<file path="src/rtl/pulse_sweep_engine.sv">
// pulse_sweep_engine: coarse-to-fine search for the minimum pulse width (in
// clock cycles) that makes the circuit under characterization toggle its
// response lane. Each try is LEAD idle cycles, a pulse of pw cycles, OBS idle
// observation cycles and one UPDATE cycle.
// Optional feature macro: PSE_DIV5_EN selects a divide-by-5 step reduction
// instead of the STEP_SHIFT right shift.
// Handshake: start is accepted only while idle (busy low); done is a one-cycle
// strobe and found/result_width/tries hold until the next accepted start.
module pulse_sweep_engine #(
  parameter int W           = 16,
  parameter int CHANNELS    = 4,
  parameter int LEAD_CYCLES = 64,
  parameter int OBS_CYCLES  = 256,
  parameter int STEP_SHIFT  = 2,
  localparam int SW = (CHANNELS > 1) ? $clog2(CHANNELS) : 1
) (
  input  logic                clk,
  input  logic                rst,
  input  logic                start,
  input  logic [SW-1:0]       chan_sel,
  input  logic                polarity,
  input  logic [W-1:0]        init_width,
  input  logic [W-1:0]        init_step,
  input  logic [CHANNELS-1:0] resp_in,
  output logic [CHANNELS-1:0] pulse_out,
  output logic                busy,
  output logic                done,
  output logic                found,
  output logic [W-1:0]        result_width,
  output logic [7:0]          tries,
  output logic [2:0]          state_dbg
);

  typedef enum logic [2:0] {
    S_IDLE    = 3'd0,
    S_LEAD    = 3'd1,
    S_PULSE   = 3'd2,
    S_OBSERVE = 3'd3,
    S_UPDATE  = 3'd4,
    S_DONE    = 3'd5
  } state_t;

  localparam logic [W-1:0] LEAD_LAST = W'(LEAD_CYCLES - 1);
  localparam logic [W-1:0] OBS_LAST  = W'(OBS_CYCLES - 1);

  state_t              state_q, state_n;
  logic [W-1:0]        cnt_q;
  logic [W-1:0]        pw_q, inc_q;
  logic [SW-1:0]       sel_q;
  logic                pol_q;
  logic                sync1_q, sync2_q, sync3_q;
  logic                det_q;
  logic                found_q;
  logic [W-1:0]        result_q;
  logic [7:0]          tries_q;

  logic [W-1:0]        inc_n;
  logic signed [W:0]   dec;
  logic [W-1:0]        pw_dec;
  logic [W:0]          sum;
  logic                upd_done;
  logic                pol_n;
  logic [CHANNELS-1:0] pulse_n;

  // Next-state logic plus the UPDATE-cycle arithmetic.
  always_comb begin
    state_n = state_q;
`ifdef PSE_DIV5_EN
    inc_n   = inc_q / W'(5);
`else
    inc_n   = inc_q >> STEP_SHIFT;
`endif
    dec      = $signed({1'b0, pw_q}) - $signed({1'b0, inc_q}) + $signed({1'b0, inc_n});
    pw_dec   = (dec[W] || dec[W-1:0] == '0) ? W'(1) : dec[W-1:0];
    sum      = {1'b0, pw_q} + {1'b0, inc_q};
    upd_done = det_q ? (inc_n == '0) : ((inc_q == '0) || sum[W]);
    case (state_q)
      S_IDLE:    if (start) state_n = S_LEAD;
      S_LEAD:    if (cnt_q == LEAD_LAST) state_n = S_PULSE;
      S_PULSE:   if (cnt_q == pw_q - W'(1)) state_n = S_OBSERVE;
      S_OBSERVE: if (cnt_q == OBS_LAST) state_n = S_UPDATE;
      S_UPDATE:  state_n = upd_done ? S_DONE : S_LEAD;
      S_DONE:    state_n = S_IDLE;
      default:   state_n = S_IDLE;
    endcase
  end

  // State register.
  always_ff @(posedge clk) begin
    if (rst) state_q <= S_IDLE;
    else     state_q <= state_n;
  end

  // Per-state cycle counter, restarted on every state change.
  always_ff @(posedge clk) begin
    if (rst || state_n != state_q || state_q == S_IDLE) cnt_q <= '0;
    else                                                cnt_q <= cnt_q + W'(1);
  end

  // Search registers: launch latching, try counting and width refinement.
  always_ff @(posedge clk) begin
    if (rst) begin
      pw_q <= '0; inc_q <= '0; sel_q <= '0; pol_q <= 1'b0;
      found_q <= 1'b0; result_q <= '0; tries_q <= '0;
    end else begin
      case (state_q)
        S_IDLE: if (start) begin
          sel_q    <= chan_sel;
          pol_q    <= polarity;
          pw_q     <= (init_width == '0) ? W'(1) : init_width;
          inc_q    <= init_step;
          found_q  <= 1'b0;
          result_q <= '0;
          tries_q  <= '0;
        end
        S_PULSE: if (cnt_q == '0 && tries_q != 8'hFF) tries_q <= tries_q + 8'd1;
        S_UPDATE: begin
          if (det_q) begin
            result_q <= pw_q;
            found_q  <= 1'b1;
            pw_q     <= pw_dec;
            inc_q    <= inc_n;
          end else if (!upd_done) begin
            pw_q <= sum[W-1:0];
          end
        end
        default: ;
      endcase
    end
  end

  // Response synchronizer, edge detect and detection flag (masked in LEAD).
  always_ff @(posedge clk) begin
    if (rst) begin
      sync1_q <= 1'b0; sync2_q <= 1'b0; sync3_q <= 1'b0; det_q <= 1'b0;
    end else begin
      sync1_q <= resp_in[sel_q];
      sync2_q <= sync1_q;
      sync3_q <= sync2_q;
      if (state_n == S_LEAD && state_q != S_LEAD)
        det_q <= 1'b0;
      else if ((state_q == S_PULSE || state_q == S_OBSERVE) && (sync2_q ^ sync3_q))
        det_q <= 1'b1;
    end
  end

  // Lane pattern for the next cycle, derived from the next state.
  always_comb begin
    pol_n   = (state_q == S_IDLE && start) ? polarity : pol_q;
    pulse_n = {CHANNELS{pol_n}};
    if (state_n == S_PULSE) pulse_n[sel_q] = ~pol_n;
  end

  // Registered stimulus lanes so pulse width is exact to the cycle.
  always_ff @(posedge clk) begin
    if (rst) pulse_out <= '0;
    else     pulse_out <= pulse_n;
  end

  assign busy         = (state_q == S_LEAD) || (state_q == S_PULSE) ||
                        (state_q == S_OBSERVE) || (state_q == S_UPDATE);
  assign done         = (state_q == S_DONE);
  assign found        = found_q;
  assign result_width = result_q;
  assign tries        = tries_q;
  assign state_dbg    = state_q;

endmodule

</file>
<file path="config.mk">
export PLATFORM = sky130hd
export DESIGN_NAME = pulse_sweep_engine
export DESIGN_NICKNAME = d
export VERILOG_FILES = /design/src/rtl/pulse_sweep_engine.sv
export SDC_FILE = /design/constraint.sdc
export NUM_CORES = 1
export LEC_CHECK = 0
export CELL_PAD_IN_SITES_DETAIL_PLACEMENT = 0
export CELL_PAD_IN_SITES_GLOBAL_PLACEMENT = 2
export CORE_MARGIN = 2
export CORE_UTILIZATION = 37
export DETAILED_ROUTE_END_ITERATION = 6
export PLACE_DENSITY = 0.87
export SYNTH_ARGS = -nofsm -noshare
export SYNTH_HDL_FRONTEND = slang
export SYNTH_SLANG_ARGS = --single-unit
</file>
<file path="constraint.sdc">
create_clock -name clk -period 10.53 [get_ports clk]
set_input_delay 2.106 -clock clk [delete_from_list [all_inputs] [get_ports clk]]
set_output_delay 2.106 -clock clk [all_outputs]
set_load 0.005 [all_outputs]
</file>
== Word level (Yosys, flattened, before mapping) ==
Cells that the tools add are included.
Operators by class
  reduce and logical (&&, ||, !) cells: 26
  muxes and demuxes: 32
  bitwise operators: 2
  magnitude comparators: 2
  add/subtract/negate cells: 6
  eq/ne operators: 17
Operators with widths (count)
  16-bit two-way mux: 9
  16-bit case mux with 2 select lines: 3
  16-bit zero test: 5
  16-bit by 16-bit adder with 17-bit output: 1
  17-bit by 15-bit adder with 17-bit output: 1
  16-bit by 16-bit subtractor with 17-bit output: 1
  16-bit by 1-bit adder with 16-bit output, second input constant: 1
  16-bit == test: 1
  16-bit by 6-bit == test with 1-bit output, second input constant: 1
  16-bit by 8-bit == test with 1-bit output, second input constant: 1
  8-bit two-way mux: 2
  8-bit case mux with 2 select lines: 1
  16-bit by 1-bit subtractor with 16-bit output, second input constant: 1
  3-bit two-way mux: 5
  3-bit case mux with 5 select lines: 1
  3-bit by 2-bit == test with 1-bit output, second input constant: 3
  3-bit AND reduction: 3
  8-bit by 1-bit adder with 8-bit output, second input constant: 1
  1-bit logical OR: 8
  8-bit inequality test, second input constant: 1
  3-bit by 1-bit == test with 1-bit output, second input constant: 2
  3-bit == test, second input constant: 2
  1-bit two-way mux: 6
  2-bit inequality test, second input constant: 3
  other kinds (17): 22
Word-level totals
  output and inout port bits: 34
  flip-flop bits (word level): 87
  logic and storage cells: 99
  input port bits: 42

== Logic depth before layout (Yosys ltp) ==
  word-level depth: 8
  gate-level depth with buffers: 14
  gate-level depth less buffers: 14

== Worst setup path before layout ==
No wires, ideal clock.
  path type: input to register
  from: input port start
  to: register pw_q[1]
  required time: 10402 ps
  arrival time: 3512 ps
  stages: 9
  path slack: 6890 ps
  path buffers: 2
  library setup time: 128 ps
  path through: o21a_1 -> nand2b_1 -> clkbuf_1 -> nand2_1 -> o21ba_2 -> clkbuf_1 -> a21oi_1 -> a221oi_1 -> nor2_1
On the way
  longest elaborated chain between the ends: 2
RTL lines
  start: declaration: line 19  | input logic start,
  2-bit inequality test (no line)
  3-bit AND reduction (no line)
  end signal: assignment: line 110  | pw_q <= (init_width == '0) ? W'(1) : init_width;
  end signal: assignment: line 121  | pw_q <= pw_dec;
  end signal: assignment: line 124  | pw_q <= sum[W-1:0];
  end: declaration: line 48  | logic [W-1:0] pw_q, inc_q;
Every way passes these cells.
A chain may end at the register's enable or synchronous reset.

== Worst setup path after layout ==
  from: input port start
  to: register pw_q[9]
Same word-level chain as after synthesis.

==> reports/results.ini <==
[logic_synthesis]
syn_avg_cell_area_um2 = 8.01
synthCells = 867
syn_area_mm2 = 0.00694
synth-async-reset-ratio = 0
ys_types = 81
synth-edff-count = 0
yosysWarnings = 0
syn_nets = 976
ys.flop_type = dfxtp_1
ys_ff_latch = 87
yosysSeqAreaShare = 0.251

[outcome]
outcome = completed

[detailed_routing]
ant_nets = 0
drc = 0
first_pass_iters = 5
routed_wl_um = 20900
drt_iter0_drc = 502
routedWlPerCell_um = 18.1
via_per_inst = 5.37
vias = 6201

[global_route]
antenna_found_initial = 0
grt_max_degree = 69
grt_use_total = 0.214
globalRouteOverflowTotal = 0
grt_pass1_wl_um = 33500
grt_pass1_vias = 6065

[placement]
place.gp.congestion = 0.794
place.detailed.hpwl_um = 15800
numPortBuffers = 75

[floorplanning]
die_h_um = 141
start_util = 0.374
io_pins = 76
die_w_um = 141
core-area_mm2 = 0.0186
die-area_mm2 = 0.0199
num_rows = 50

[cts]
cts_root_buffer = clkbuf_16
cts_max_level = 3
clk_latency_ns = 0.35
post_cts_buffers = 0
cts-resized-gates = 0
clk_pin_slew_ns = 0.08
clock-sinks = 87
cts.path.max_buffers = 2
cts_buffers = 9
cts_hold_buffers = 0
cts_tree = done

[worst_setup_path]
crit_end = pw_q[9]$_SDFFE_PP0P_
timing.critical_path.from_type = input pin
regToRegSetupSlack_ns = 6.10
r2r-start = state_dbg[1]$_SDFF_PP0_
crit_chain = clkdlybuf4s50_1 -> o21a_1 -> nand2b_1 -> buf_4 -> nand2_1 -> o21ba_2 -> or2_2 -> a221oi_1 -> a2111oi_0
cp_slowest_cell = o21ba_2
crit_path_max_fanout = 32
max_stage_delay_ns = 0.92
cp.arrival_ns = 5.54
crit_path_start = start
cp-end-kind = register
worstReg2RegEnd = pw_q[9]$_SDFFE_PP0P_
reg2regPathDepth = 9
crit_required_ns = 10.76
crit_type = in2reg

[sta]
fin_tns_setup_ns = 0
fin_skew_ns = 0.00902
hold-worst-slack_ns = 0.438
setup_violations = 0
rsz0062_at_grt = no
hold_viol = 0
tightest_slew_ns = 1.01
final_max_slew_viol_count = 0
max_freq_ghz = 0.188
post-route-period-util = 0.505
slew_headroom = 0.327
fin_crit_ns = 5.31

[power]
p_total_mw = 1.25
power_density_mw_per_mm2 = 153
vdd_drop_max_mv = 0.0781
p_leak_nw = 3.12

[finish]
syn_to_final_growth_pct = 17.2
n_fill_cell = 1889
diodes = 0
drive_gt1_frac = 0.0651
nNetsFinal = 1025

[flow_run]
max_cap_violations = 0

[worst_hold_path]
hold_class = reg2reg

## through the flow
stage | util | area, um2 | setup WS, ns | instances
6_report | 0.438 | 8130 | 5.22 | 1155
5_1_grt | 0.438 | 8130 | 4.85 | 1155
4_1_cts | 0.438 | 8130 | 5.26 | 1155
3_5_place_dp | 0.421 | 7830 | 4.88 | 1139
3_3_place_gp | 0.421 | 7830 | 4.98 | 1139
2_1_floorplan | - | 6940 | 6.89 | 867
## cell families after synthesis
group / Yosys count / synth area share
mux: 10 / 0.0169
flops: 87 / 0.251
buf+inv: 121 / 0.0696
xor+xnor: 67 / 0.0845
compound gates: 177 / 0.189
fa+ha+maj: 67 / 0.137
simple gates: 338 / 0.252
## layout make-up
| cell class | instances | area (um2) | share of cell area |
|---|---|---|---|
| multi-input combinational | 659 | 4720 | 0.580 |
| clock buffer | 9 | 225 | 0.0277 |
| timing repair buffer | 78 | 768 | 0.0944 |
| inverter | 81 | 304 | 0.0374 |
| clock inverter | 7 | 83.8 | 0.0103 |
| sequential | 87 | 1740 | 0.214 |
| tap | 234 | 293 | 0.0360 |
## metal layers
layer | vias to the layer above | part of all wire | GRT usage
met2 | 120 | 0.45 | 0.337
li1 | 3154 | - | -
met4 | 0 | 0.012 | 0.0479
met3 | 19 | 0.031 | 0.0258
met5 | - | 0 | 0
met1 | 2908 | 0.51 | 0.313
## synth_stat cells (6+ instances only)
master	number	area (um2)
or3_1	10	62.6
and3_1	12	75.1
nand2_1	78	293
nor3_1	25	125
a221oi_1	13	114
nor2_2	10	62.6
xnor2_1	40	350
dfxtp_1	87	1740
a211oi_1	6	45.0
nand3_1	43	215
fa_1	15	300
o21ai_0	15	75.1
xor2_1	27	236
nor4_1	12	75.1
a2111oi_0	6	52.6
nand2b_1	9	56.3
nor2b_1	9	56.3
nor2_1	86	323
a21oi_1	54	270
nor3b_1	8	60.1
a311oi_1	16	140
ha_1	52	651
clkbuf_1	30	113
inv_1	80	300
a2111oi_1	6	60.1
a21o_1	6	45.0
## sequential cells by signal (all words and copies together), names as in the netlist, 2 cells and up
register / cells
sel_q: 2
result_width: 16
inc_q: 16
pulse_out: 4
tries: 8
cnt_q: 16
state_dbg: 3
pw_q: 16
## worst min-delay path by stage
| stage | startpoint | end | slack [ns] | cells after the start |
|---|---|---|---|---|
| 2_1_floorplan | sync1_q$_SDFF_PP0_ | sync2_q$_SDFF_PP0_ | 0.41 | 1 |
| 3_3_place_gp | sync1_q$_SDFF_PP0_ | sync2_q$_SDFF_PP0_ | 0.42 | 1 |
| 3_5_place_dp | sync1_q$_SDFF_PP0_ | sync2_q$_SDFF_PP0_ | 0.42 | 1 |
| 4_1_cts | sync1_q$_SDFF_PP0_ | sync2_q$_SDFF_PP0_ | 0.44 | 1 |
| 5_1_grt | sync1_q$_SDFF_PP0_ | sync2_q$_SDFF_PP0_ | 0.47 | 1 |
| 6_report | sync1_q$_SDFF_PP0_ | sync2_q$_SDFF_PP0_ | 0.44 | 1 |
## worst max-delay path: cells and delay by family
family	cells	cell delay, ns
AND/OR/NAND/NOR	3	1.09
AO/OA/AOI/OAI	4	1.63
buffers and inverters	2	0.69
## placed cells by master, fill, tap and decap left out, types with 6 or more instances in the layout
master	count
a2111oi_1	6
nor3b_1	8
a211oi_1	6
nand2b_1	9
dfxtp_1	87
nor3_1	25
inv_1	80
a21oi_1	54
clkdlybuf4s50_1	74
xnor2_1	40
nand2_1	78
or3_1	10
and3_1	12
a311oi_1	16
o21ai_0	15
xor2_1	27
nor2_2	10
nor2_1	86
a21o_1	6
a2111oi_0	6
nor4_1	12
fa_1	15
a221oi_1	13
nand3_1	43
ha_1	52
nor2b_1	9
clkbuf_16	9
## where the power goes
group / internal, mW / switching [mW] / total [mW] / leakage [nW]
registers: 0.347 / 0.0481 / 0.395 / 0.710
logic: 0.216 / 0.305 / 0.521 / 2.26
clock network: 0.170 / 0.160 / 0.330 / 0.150
(Power assumes the default switching activity.)
